===== config.mk =====
export PLATFORM = sky130hd
export DESIGN_NAME = sl_transmitter
export DESIGN_NICKNAME = d
export VERILOG_FILES = /design/src/rtl/sl_pkg.sv /design/src/rtl/sl_bit_timer.sv /design/src/rtl/sl_transmitter.sv
export SDC_FILE = /design/constraint.sdc
export NUM_CORES = 1
export LEC_CHECK = 0
export BUFFER_PORTS_ARGS = -buffer_cell sky130_fd_sc_hd__clkbuf_2
export CELL_PAD_IN_SITES_DETAIL_PLACEMENT = 0
export CELL_PAD_IN_SITES_GLOBAL_PLACEMENT = 2
export CORE_UTILIZATION = 41
export DETAILED_ROUTE_END_ITERATION = 8
export MAX_ROUTING_LAYER = met4
export PLACE_DENSITY = 0.95
export SETUP_SLACK_MARGIN = 0.3
export SLEW_MARGIN = 10
export SYNTH_ARGS = -nofsm -noshare
export SYNTH_HDL_FRONTEND = slang
export SYNTH_SLANG_ARGS = --single-unit

===== constraint.sdc =====
create_clock -name clk -period 6.5 [get_ports clk]
set_input_delay 1.3 -clock clk [delete_from_list [all_inputs] [get_ports clk]]
set_output_delay 1.3 -clock clk [all_outputs]
set_load 0.03 [all_outputs]

===== src/rtl/sl_pkg.sv =====
// rtl/sl_pkg.sv - SL transmitter config layout, timing limits and FSM states
package sl_pkg;

  localparam int MODE_MSB = 9;
  localparam int MODE_LSB = 7;
  localparam int LEN_MSB  = 5;

  localparam int MAX_MODE = 5;
  localparam int MIN_LEN  = 8;
  localparam int MAX_LEN  = 32;

  // Wide enough for the longest half-bit (2 << MAX_MODE = 64 clocks)
  localparam int HALF_W = 7;

  localparam logic [9:0] RESET_CFG = {3'd0, 1'b0, 6'd32};

  typedef enum logic [1:0] {
    IDLE,
    DATA,
    PARITY,
    STOP
  } sl_state_e;

  function automatic logic cfg_legal(input logic [9:0] cfg);
    logic [2:0] mode;
    logic [5:0] len;
    mode = cfg[MODE_MSB:MODE_LSB];
    len  = cfg[LEN_MSB:0];
    return (int'(mode) <= MAX_MODE) && (int'(len) >= MIN_LEN) &&
           (int'(len) <= MAX_LEN) && !len[0];
  endfunction

endpackage


===== src/rtl/sl_bit_timer.sv =====
// rtl/sl_bit_timer.sv - half-bit phase timer, strikes every 2<<mode clocks while enabled
module sl_bit_timer
  import sl_pkg::*;
(
  input  logic       clk,
  input  logic       rst_n,
  input  logic       en_i,
  input  logic [2:0] mode_i,
  output logic       strike_o
);

  logic [HALF_W-1:0] cnt_q, cnt_d;
  logic [HALF_W-1:0] half;

  assign half     = HALF_W'(2) << mode_i;
  assign strike_o = en_i && (cnt_q == half - HALF_W'(1));

  always_comb begin
    cnt_d = cnt_q;
    if (!en_i || strike_o) begin
      cnt_d = '0;
    end else begin
      cnt_d = cnt_q + HALF_W'(1);
    end
  end

  always_ff @(posedge clk or negedge rst_n) begin
    if (!rst_n) begin
      cnt_q <= '0;
    end else begin
      cnt_q <= cnt_d;
    end
  end

endmodule


===== src/rtl/sl_transmitter.sv =====
// rtl/sl_transmitter.sv - SL0/SL1 serial word transmitter with odd parity and stop condition
module sl_transmitter
  import sl_pkg::*;
(
  input  logic        clk,
  input  logic        rst_n,
  output logic        SL0,
  output logic        SL1,
  input  logic [31:0] data_a,
  input  logic        send_imm,
  input  logic [9:0]  wr_config_w,
  input  logic        wr_config_enable,
  output logic [9:0]  r_config_w,
  output logic        send_in_process,
  output logic        status_changed
);

  sl_state_e   state_q, state_d;
  logic        phase_q, phase_d;
  logic [5:0]  bit_cnt_q, bit_cnt_d;
  logic [31:0] shreg_q, shreg_d;
  logic        par_q, par_d;
  logic [9:0]  cfg_q, cfg_d;
  logic        sl0_q, sl0_d;
  logic        sl1_q, sl1_d;
  logic        busy_q, busy_d;
  logic        chg_q, chg_d;
  logic        strike;
  logic [5:0]  cfg_len;
  logic [31:0] aligned_word;

  sl_bit_timer u_bit_timer (
    .clk      (clk),
    .rst_n    (rst_n),
    .en_i     (busy_q),
    .mode_i   (cfg_q[MODE_MSB:MODE_LSB]),
    .strike_o (strike)
  );

  // Left-justify the word so the MSB to send is always shreg[31]; unused bits fall off
  assign cfg_len      = cfg_q[LEN_MSB:0];
  assign aligned_word = data_a << (6'd32 - cfg_len);

  always_comb begin
    state_d   = state_q;
    phase_d   = phase_q;
    bit_cnt_d = bit_cnt_q;
    shreg_d   = shreg_q;
    par_d     = par_q;
    cfg_d     = cfg_q;

    case (state_q)
      IDLE: begin
        if (send_imm) begin
          state_d   = DATA;
          phase_d   = 1'b0;
          shreg_d   = aligned_word;
          bit_cnt_d = cfg_len - 6'd1;
          par_d     = ~^aligned_word;
        end else if (wr_config_enable && cfg_legal(wr_config_w)) begin
          cfg_d = {wr_config_w[MODE_MSB:MODE_LSB], 1'b0, wr_config_w[LEN_MSB:0]};
        end
      end
      DATA: begin
        if (strike) begin
          phase_d = ~phase_q;
          if (phase_q) begin
            if (bit_cnt_q == 6'd0) begin
              state_d = PARITY;
            end else begin
              bit_cnt_d = bit_cnt_q - 6'd1;
              shreg_d   = {shreg_q[30:0], 1'b0};
            end
          end
        end
      end
      PARITY: begin
        if (strike) begin
          phase_d = ~phase_q;
          if (phase_q) state_d = STOP;
        end
      end
      STOP: begin
        if (strike) begin
          phase_d = ~phase_q;
          if (phase_q) state_d = IDLE;
        end
      end
      default: state_d = IDLE;
    endcase

    // Line levels come from the next state so the pins are plain flops
    sl0_d = 1'b1;
    sl1_d = 1'b1;
    if (!phase_d) begin
      case (state_d)
        DATA: begin
          if (shreg_d[31]) sl1_d = 1'b0;
          else             sl0_d = 1'b0;
        end
        PARITY: begin
          if (par_d) sl1_d = 1'b0;
          else       sl0_d = 1'b0;
        end
        STOP: begin
          sl0_d = 1'b0;
          sl1_d = 1'b0;
        end
        default: ;
      endcase
    end

    busy_d = (state_d != IDLE);
    chg_d  = busy_d ^ busy_q;
  end

  always_ff @(posedge clk or negedge rst_n) begin
    if (!rst_n) begin
      state_q   <= IDLE;
      phase_q   <= 1'b0;
      bit_cnt_q <= '0;
      shreg_q   <= '0;
      par_q     <= 1'b0;
      cfg_q     <= RESET_CFG;
      sl0_q     <= 1'b1;
      sl1_q     <= 1'b1;
      busy_q    <= 1'b0;
      chg_q     <= 1'b0;
    end else begin
      state_q   <= state_d;
      phase_q   <= phase_d;
      bit_cnt_q <= bit_cnt_d;
      shreg_q   <= shreg_d;
      par_q     <= par_d;
      cfg_q     <= cfg_d;
      sl0_q     <= sl0_d;
      sl1_q     <= sl1_d;
      busy_q    <= busy_d;
      chg_q     <= chg_d;
    end
  end

  assign SL0             = sl0_q;
  assign SL1             = sl1_q;
  assign r_config_w      = cfg_q;
  assign send_in_process = busy_q;
  assign status_changed  = chg_q;

endmodule


Yosys cells after proc, flatten, opt, wreduce, memory -nomap -nowiden
Index checks and enable logic that the tools add are counted.
Widths: inputs -> output; s select.

storage, ports and cells
  register bits after elaboration = 62
  bits in latches = 0
  bits in writable memories = 0
  ROM bits = 0
  input bits = 46
  output and inout bits = 14
  logic and storage cells = 85
  memories = 0

operators by class
  add/sub/neg operators = 5
  $mul = 0
  div/mod/pow operators = 0
  order comparisons = 3
  equal/unequal tests = 11
  shift-type cells = 2
  multiplexer cells = 33
  bitwise gates (word level) = 3
  reduce and logical (&&, ||, !) cells = 16

operators by type and width
  cell                 count
  $mux 32              4
  $pmux 32 s2          1
  $reduce_xnor 32->1   1
  $shl 32x6->32        1
  $mux 6               4
  $mux 2               8
  $pmux 6 s2           1
  $sub 6x1->6 const B  2
  $mux 1               10
  $eq 2x2->1 const B   4
  $pmux 2 s4           1
  $add 7x1->7 const B  1
  $eq 7x7->1           1
  $mux 7               1
  $shl 2x3->7 const A  1
  $sub 7x1->7 const B  1
  $ge 6x4->1 const B   1
  $le 6x6->1 const B   1
  $logic_not 6->1      1
  $ne 2x2->1 const B   3
  $pmux 1 s3           2
  $sub 6x6->6 const A  1
  $logic_and 1x1->1    5
  $reduce_and 5->1     1
  12 further kinds     16

Longest topological paths before layout
Gate-level depths: netlist (run 1).

  depth in word-level cells = 9
  gate-level depth with buffers = 19
  mapped depth without buffers = 13

Modules after synthesis
Synthesis (run 1) repeated with hierarchy kept, for this count alone.

second synthesis, totals
  cell total of the unflattened synthesis = 550
  area, all modules = 5,425.2 um2

modules (own cells, without submodules)
  module          instances  cells an instance  area an instance (um2)  seq. area each (um2)
  sl_transmitter  1          499                4,931.0                 1,380.1
  sl_bit_timer    1          51                 494.2                   175.2

Least setup slack after synthesis (run 1)
OpenSTA, ideal clock, no wires.

  path kind = reg2reg
  start = reg cfg_q[0], in the netlist r_config_w[0]
  end = reg par_q
  setup time = 132 ps
  arrival = 4,462 ps
  required time = 6,368 ps
  setup slack = 1,905 ps
  stages on the path, launching flop included = 18
  path buffers = 5
  period minus slack after synthesis = 4,595 ps
  path through = dfrtp_1 > buf_4 > buf_2 > inv_1 > buf_2 > buf_1 > ha_1 > buf_4 > xor2_4 > mux4_2 > mux2i_1 > mux2i_1 > a32o_2 > xor2_2 > xnor2_1 > xnor3_1 > xnor3_1 > o21ai_1

between the ends
  cells in the longest elaborated chain, start to end = 5

RTL lines
  item                    RTL line               source
  start, declared         sl_transmitter.sv:23   logic [9:0] cfg_q, cfg_d;
  start signal, assigned  sl_transmitter.sv:135  cfg_q <= cfg_d;
  $sub 6x6->6             sl_transmitter.sv:42   assign aligned_word = data_a << (6'd32 - cfg_len);
  $shl 32x6->32           sl_transmitter.sv:42
  $reduce_xnor 32->1      sl_transmitter.sv:59   par_d = ~^aligned_word;
  $mux 1                  sl_transmitter.sv:54   if (send_imm) begin
  $mux 1                  sl_transmitter.sv:52   case (state_q)
  net par_d               sl_transmitter.sv:22   logic par_q, par_d;
  end signal, assigned    sl_transmitter.sv:134  par_q <= par_d;
  end, declared           sl_transmitter.sv:22

The timed path passes the listed nets, and every way through them passes these cells.
A chain may end at the register's enable or synchronous reset.

Worst setup path after layout (run 1)
Ends and elaborated chain as after synthesis.

==> results of run 1 <==
==> flip-flops by register name, indices dropped and copies added, names as in the netlist <==
register and cells:
shreg_q 32, r_config_w 9, u_bit_timer.cnt_q 7, bit_cnt_q 6, state_q 2, SL0 1, SL1 1, par_q 1
phase_q 1, send_in_process 1, status_changed 1
==> cells by family (layout without fill, tap and decap cells) <==
family                     after synthesis  after routing  synth area share (%)
buffers and inverters                   62             95                  5.25
DFF                                     62             62                  28.3
and+or+nand+nor                        195            195                  16.7
other                                    1              1                0.0683
xor gates and xnor gates                44             44                  9.01
AOI/OAI and AO/OA                      131            131                  18.1
muxes                                   73             73                  21.7
adders and majority gates                4              4                 0.912
==> routing by layer <==
layer  global-route usage (%)  vias up
met2                     31.4      148
met3                     2.37       18
met4                     6.49        0
met1                     29.2     2276
li1                         -     2189
met5                        -        -
==> synthesized netlist by cell type (3+ instances only) <==
library cell,number
nand2_1,56
dfrtp_1,59
xor2_1,7
buf_4,8
a221o_1,23
and3_1,10
a22oi_1,6
a31oi_1,6
o21ai_0,16
xnor3_1,3
xor2_2,3
a221oi_1,4
a211oi_1,3
dfstp_2,3
nand3b_1,3
nor3b_1,5
mux2_2,12
ha_1,4
xnor2_1,28
a32oi_1,8
clkbuf_1,22
o211ai_1,7
buf_1,3
nor2b_1,7
mux2i_1,25
o22ai_1,3
nand3_1,20
buf_2,14
a21oi_1,33
nor2_1,65
inv_1,14
nor3_1,9
nand2b_1,6
mux4_2,35
==> power by group through the flow <==
stage,Combinational (uW),Clock [uW],Sequential (uW)
after detailed placement,1620,0,579
after CTS,1630,529,574
final,1630,518,574
after global routing,1760,551,588
after global placement,1590,0,575
after floorplan,1320,0,569
==> cell type report <==
| cell class | count | share of cell area (%) |
|---|---|---|
| timing repair buffer | 65 | 5.62 |
| tap | 172 | 3.50 |
| sequential | 62 | 25.3 |
| inverter | 14 | 0.855 |
| multi-input combinational | 448 | 59.4 |
| clock buffer | 10 | 3.73 |
| clock inverter | 6 | 1.53 |
==> how the worst min path moves through the flow <==
stage                       startpoint                       to  slack [ns]  cells after the start
6_report       shreg_q[17]$_DFFE_PN0P_  shreg_q[17]$_DFFE_PN0P_        0.48                      2
3_5_place_dp   shreg_q[17]$_DFFE_PN0P_  shreg_q[17]$_DFFE_PN0P_        0.47                      2
4_1_cts        shreg_q[17]$_DFFE_PN0P_  shreg_q[17]$_DFFE_PN0P_        0.48                      2
3_3_place_gp   shreg_q[17]$_DFFE_PN0P_  shreg_q[17]$_DFFE_PN0P_        0.46                      2
5_1_grt        shreg_q[17]$_DFFE_PN0P_  shreg_q[17]$_DFFE_PN0P_        0.52                      2
2_1_floorplan  shreg_q[17]$_DFFE_PN0P_  shreg_q[17]$_DFFE_PN0P_        0.44                      2
==> stage by stage <==
| stage | setup WS [ns] | hold slack (ns) |
|---|---|---|
| after detailed placement | 1.86 | 0.471 |
| after CTS | 1.84 | 0.483 |
| after floorplan | 1.91 | 0.439 |
| after global placement | 1.95 | 0.458 |
| after global routing | 1.60 | 0.518 |
| final | 1.83 | 0.481 |
==> worst max-delay path, delay by kind of cell, from the launching register on <==
family,cells,cell delay [ns]
compound gates,2,0.38
fa+ha+maj,1,0.42
xor+xnor,5,1.91
buf+inv,2,0.33
mux,3,1.06
flops,1,0.40
==> out/metrics.csv, run 1 <==
stage,metric,value,unit
run_status,status,completed,
placement,dp.cells,761,
route,wirelength,13700,um
critical_path,path_class,flop to flop,
synthesis,avgSynthCellArea,9.59,um^2
global_routing,grt_use_total,20.8,%
critical_path,worstReg2RegStart,r_config_w[0]$_DFFE_PN0P_,
clocking,cts_max_level,3,
clocking,post_cts_buffers,0,
placement,gp_congestion,0.888,
route,met3_length,557,um
clocking,clk-insertion-delay-late,0.33,ns
critical_path,r2r_cells,13,
layout,fin_area,0.00615,mm^2
critical_path,cp_data_arrival_time,4.84,ns
layout,layout-drive-gt1-share,25.6,%
die,fp.dieArea,0.0138,mm^2
global_routing,grt_pass1_vias,4330,
critical_path,cp_slowest_stage_delay,0.73,ns
power,clock_power_share,19.0,%
layout,diodes,0,
critical_path,crit_start,r_config_w[0]$_DFFE_PN0P_,
sta,setup_tns,0,ns
sta,hold_viol_final,0,
power,p_sw_share,42.0,%
synthesis,syn_nets,622,
synthesis,synth.area.top_cells,"dfrtp_1 (27%), mux4_2 (14%), mux2i_1 (4.6%), xnor2_1 (4.5%), nor2_1 (4.4%)",
sta,min_period,4.67,ns
sta,relSlewSlack,22.7,%
global_routing,grt-ovfl-total,0,
critical_path,cp_max_fo,28,
clocking,clockBufferDepth,2,
power,vdd.ir_drop.worst,0.000288,V
critical_path,endpoint_kind,flop,
die,io_pins,60,
layout,syn2layout_area_growth,12.0,%
layout,nFillCells,1226,
sta,fmax,214,MHz
global_routing,antenna_found_initial,0,
sta,final_max_slew_viol_count,0,
critical_path,worstPathCellList,inv_1 > buf_4 > ha_2 > xor2_4 > mux4_2 > mux2i_1 > mux2i_1 > a32o_2 > xor2_2 > xnor2_1 > xnor3_1 > xnor3_1 > o21ai_1,
clocking,cts_tree,done,
global_routing,grt_pass1_wl,22900,um
synthesis,synth_area,0.00549,mm^2
flow_run,drv_cap,0,
critical_path,startpoint_type,flop,
layout,final_nets,650,
route,wl_met2,6390,um
placement,placed_area,0.00582,mm^2
layout,seq_area,0.00156,mm^2
layout,final_common_cell,nor2_1,
global_routing,grt_max_degree,63,
route,wire_per_inst,17.6,um
sta,grt_setup_unrepaired,false,
route,top_layer_used,met4,
synthesis,synth.top_cell.area_share,26.9,%
layout,finalNonFillerCells,777,
clocking,ctsResizeCount,0,
layout,final_core_util,47.9,%
layout,multiInputGateArea,0.00365,mm^2
critical_path,r2r_slack,1.83,ns
route,ant_nets,0,
die,row_count,41,
clocking,clkSinkCount,62,
critical_path,regToRegEndpoint,par_q$_DFF_PN0_,
sta,fin_crit_sh,71.8,%
sta,worstMarginPinSlew,1.16,ns
clocking,clk_pin_slew,0.06,ns
synthesis,seq_area_frac_synth,28.3,%
route,drt-pass1-iter-count,5,
sta,finClkSkew,0.0104,ns
synthesis,ys_types,72,
route,dr.first_iter.drc_count,345,
critical_path,critPathRequiredTime,6.67,ns
route,drt-met1-wl,6570,um
worst_hold_path,hp-class,flop to flop,
synthesis,ys_ff_latch,62,
sta,setup_viol,0,
route,drc,0,
synthesis,yosysTopAreaCell,dfrtp_1,
layout,final_cell_mix,"nor2_1 (65), dfrtp_1 (58), clkbuf_2 (57), nand2_1 (56), mux4_2 (35)",
power,design_power_total,2720,uW
clocking,numCtsBuffers,9,
critical_path,crit_path_end,par_q$_DFF_PN0_,
power,p_comb_share,59.8,%
power,internal_power,1580,uW
power,leakagePower,0.00262,uW
synthesis,synth-edff-count,0,
synthesis,synth_top_flop_cell,dfrtp_1,
power,pwr-share-seq,21.1,%
die,start_util,42.8,%
route,viasPerCell,5.96,
die,dieHeight,118,um
synthesis,syn_inst,572,
synthesis,synth_warnings,0,
power,power_density,442,mW/mm^2
synthesis,ys_async_sr_fraction,100,%
placement,portBuffers,57,
die,core,0.0128,mm^2
critical_path,crit_slowest_cell,xor2_4,
die,die_x,118,um
clocking,root_buffer,clkbuf_16,
power,p_sw,1140,uW
placement,hpwl,10100,um
route,vias,4631,
clocking,ctsHoldBuffers,0,
No activity file was read; power rests on OpenSTA's default activity.
==> run 2: changes to the inputs <==
Settings changed: CORE_UTILIZATION 41 to 38, PLACE_DENSITY 0.95 to 0.89.
Clock period 6.5 ns to 4.6 ns, I/O delays scaled along.
==> run 2 against run 1 <==
Compared with the run above:
- non-clock buffer count grew 10
- clock power is 53% higher
- clock-buffer cell count is the same
- cell area increased by 2.4%
- sequential cell count stayed put
- global-route usage down 0.20 points
- register-to-register slack got worse by 1.2 ns
- sequential share of layout area decreased by 0.58 points
- utilization decreased by 2.9 points
- first-iteration DRC count down 24%
- highest routed layer unchanged
==> out/metrics.csv, run 2 (same netlist as run 1, synthesis figures left out) <==
stage,metric,value,unit,change
run_status,status,completed,,unchanged
critical_path,critical_path_buf_inv_count,1,,was 2
clocking,root_buffer,clkbuf_16,,unchanged
layout,final_common_cell,nor2_1,,unchanged
sta,setup_viol,0,,unchanged
sta,setup_tns,0,ns,unchanged
global_routing,grt_max_degree,46,,was 63
critical_path,r2r_slack,0.59,ns,was 1.83 ns
critical_path,crit_slowest_cell,xnor2_4,,was xor2_4
die,dieHeight,122,um,was 118 um
global_routing,antenna_found_initial,0,,unchanged
sta,fmax,249,MHz,was 214 MHz
route,wire_per_inst,17.7,um,was 17.6 um
power,vdd.ir_drop.worst,0.000355,V,was 0.000288 V
critical_path,worstPathCellList,inv_1 > ha_4 > xnor2_4 > mux4_2 > nand3_1 > nand4_1 > a32oi_1 > xor2_2 > xnor2_1 > xnor3_1 > xnor3_1 > o21ai_1,,was inv_1 > buf_4 > ha_2 > xor2_4 > mux4_2 > mux2i_1 > mux2i_1 > a32o_2 > xor2_2 > xnor2_1 > xnor3_1 > xnor3_1 > o21ai_1
worst_hold_path,whs_path_depth,2,,unchanged
critical_path,cp_top_family,XOR/XNOR gates,,unchanged
critical_path,path_class,flop to flop,,unchanged
power,pwr-share-seq,20.5,%,was 21.1%
power,p_sw_share,40.8,%,was 42.0%
sta,hold_viol_final,0,,unchanged
sta,fin_ws,0.590,ns,was 1.83 ns
sta,final_max_slew_viol_count,0,,unchanged
critical_path,cp.depth,12,,was 13
clocking,clockBufferDepth,2,,unchanged
sta,finClkSkew,0.00974,ns,was 0.0104 ns
route,wirelength,14100,um,was 13700 um
placement,portBuffers,57,,unchanged
flow_run,drv_cap,0,,unchanged
critical_path,crit_start,r_config_w[1]$_DFFE_PN0P_,,was r_config_w[0]$_DFFE_PN0P_
route,ant_nets,0,,unchanged
die,row_count,43,,was 41
route,viasPerCell,5.86,,was 5.96
clocking,clkSinkCount,62,,unchanged
layout,final_cell_mix,"nor2_1 (65), dfrtp_1 (58), clkbuf_2 (57), nand2_1 (56), mux4_2 (35)",,unchanged
placement,gp_congestion,0.880,,was 0.888
critical_path,r2r_cells,12,,was 13
worst_hold_path,hp-class,flop to flop,,unchanged
sta,relSlewSlack,31.1,%,was 22.7%
critical_path,crit_path_end,par_q$_DFF_PN0_,,unchanged
sta,worstMarginPinSlew,1.03,ns,was 1.16 ns
power,internal_power,2330,uW,was 1580 uW
layout,syn2layout_area_growth,14.7,%,was 12.0%
global_routing,grt_pass1_wl,23100,um,was 22900 um
clocking,numCtsBuffers,9,,unchanged
global_routing,grt-ovfl-total,0,,unchanged
power,power_density,626,mW/mm^2,was 442 mW/mm^2
critical_path,cp_common_cell,xnor3_1,,
critical_path,worstReg2RegStart,r_config_w[1]$_DFFE_PN0P_,,was r_config_w[0]$_DFFE_PN0P_
layout,largest_reg_flops,32,,unchanged
clocking,ctsHoldBuffers,0,,unchanged
clocking,clk-insertion-delay-late,0.34,ns,was 0.33 ns
critical_path,startpoint_type,flop,,unchanged
die,fp.dieArea,0.0149,mm^2,was 0.0138 mm^2
layout,final_nets,660,,was 650
clocking,cts_max_level,3,,unchanged
power,p_sw,1610,uW,was 1140 uW
layout,layout-drive-gt1-share,27.0,%,was 25.6%
route,vias,4657,,was 4631
route,dr.first_iter.drc_count,261,,was 345
layout,diodes,0,,unchanged
critical_path,cp_slowest_stage_delay,0.49,ns,was 0.73 ns
die,io_pins,60,,unchanged
clocking,clk_pin_slew,0.06,ns,about the same
placement,dp_slack,0.405,ns,was 1.86 ns
placement,hpwl,10300,um,was 10100 um
sta,fin_crit_sh,87.2,%,was 71.8%
sta,grt_setup_unrepaired,false,,unchanged
critical_path,regToRegEndpoint,par_q$_DFF_PN0_,,unchanged
route,drc,0,,unchanged
clocking,cts_tree,done,,unchanged
critical_path,cp_max_fo,14,,was 28
power,leakagePower,0.00269,uW,was 0.00262 uW
global_routing,grt_pass1_vias,4389,,was 4330
layout,largest_register,shreg_q,,unchanged
die,start_util,39.2,%,was 42.8%
power,p_comb_share,59.4,%,was 59.8%
route,drt-pass1-iter-count,5,,unchanged
die,core,0.0140,mm^2,was 0.0128 mm^2
sta,min_period,4.01,ns,was 4.67 ns
critical_path,critPathRequiredTime,4.78,ns,was 6.67 ns
global_routing,grt_use_total,20.6,%,was 20.8%
critical_path,endpoint_kind,flop,,unchanged
power,clock_power_share,20.1,%,was 19.0%
critical_path,cp_data_arrival_time,4.19,ns,was 4.84 ns
die,die_x,122,um,was 118 um
run 2: how the worst min path moves through the flow:
stage,slack (ns),startpoint,to
3_5_place_dp,0.47,shreg_q[17]$_DFFE_PN0P_,shreg_q[17]$_DFFE_PN0P_
2_1_floorplan,0.44,shreg_q[17]$_DFFE_PN0P_,shreg_q[17]$_DFFE_PN0P_
6_report,0.48,shreg_q[0]$_DFFE_PN0P_,shreg_q[0]$_DFFE_PN0P_
4_1_cts,0.48,shreg_q[17]$_DFFE_PN0P_,shreg_q[17]$_DFFE_PN0P_
3_3_place_gp,0.46,shreg_q[17]$_DFFE_PN0P_,shreg_q[17]$_DFFE_PN0P_
5_1_grt,0.52,shreg_q[17]$_DFFE_PN0P_,shreg_q[17]$_DFFE_PN0P_
run 2: repair_timing:
item,CTS,global route
endpoints found under the setup margin,0,1
buffers inserted,0,3
gates resized for setup,0,1
run 2: per-stage QoR:
stage	total power [uW]	instances	util [%]	cell area [um^2]	hold WS, ns
after floorplan	2670	572	-	5500	0.439
after global placement	3080	776	42.1	5890	0.457
after detailed placement	3110	776	42.1	5890	0.473
after CTS	3930	792	44.6	6230	0.484
after global routing	4190	795	45.0	6290	0.518
final	3940	795	45.0	6290	0.484
run 2: power by group through the flow:
stage | Sequential [uW] | Combinational (uW) | Clock (uW)
floorplan | 805 | 1870 | 0
global placement | 810 | 2270 | 0
detailed placement | 814 | 2300 | 0
CTS | 807 | 2310 | 813
global route | 828 | 2530 | 831
finish | 807 | 2340 | 794
run 2: metal layers:
metal	up-vias	global-route usage (%)	part of all wire, %
met5	-	-	0
met4	0	8.08	2.5
met3	28	2.57	5.4
met2	161	29.5	44
met1	2253	29.4	48
li1	2215	-	-
run 2: worst min-delay path, cell delays in order (launching register included):
cell     delay (ns)
dfrtp_1        0.34
nand2_1        0.05
o21ai_0        0.06
run 2: final cells by class:
class / count / area, um^2
fillers: 1357 / 7700
multi-input cells: 448 / 3680
flip-flops and latches: 62 / 1560
repair buffers: 75 / 433
clock buffers: 10 / 239
well taps: 180 / 225
clock inverters: 6 / 109
inverters: 14 / 52.6
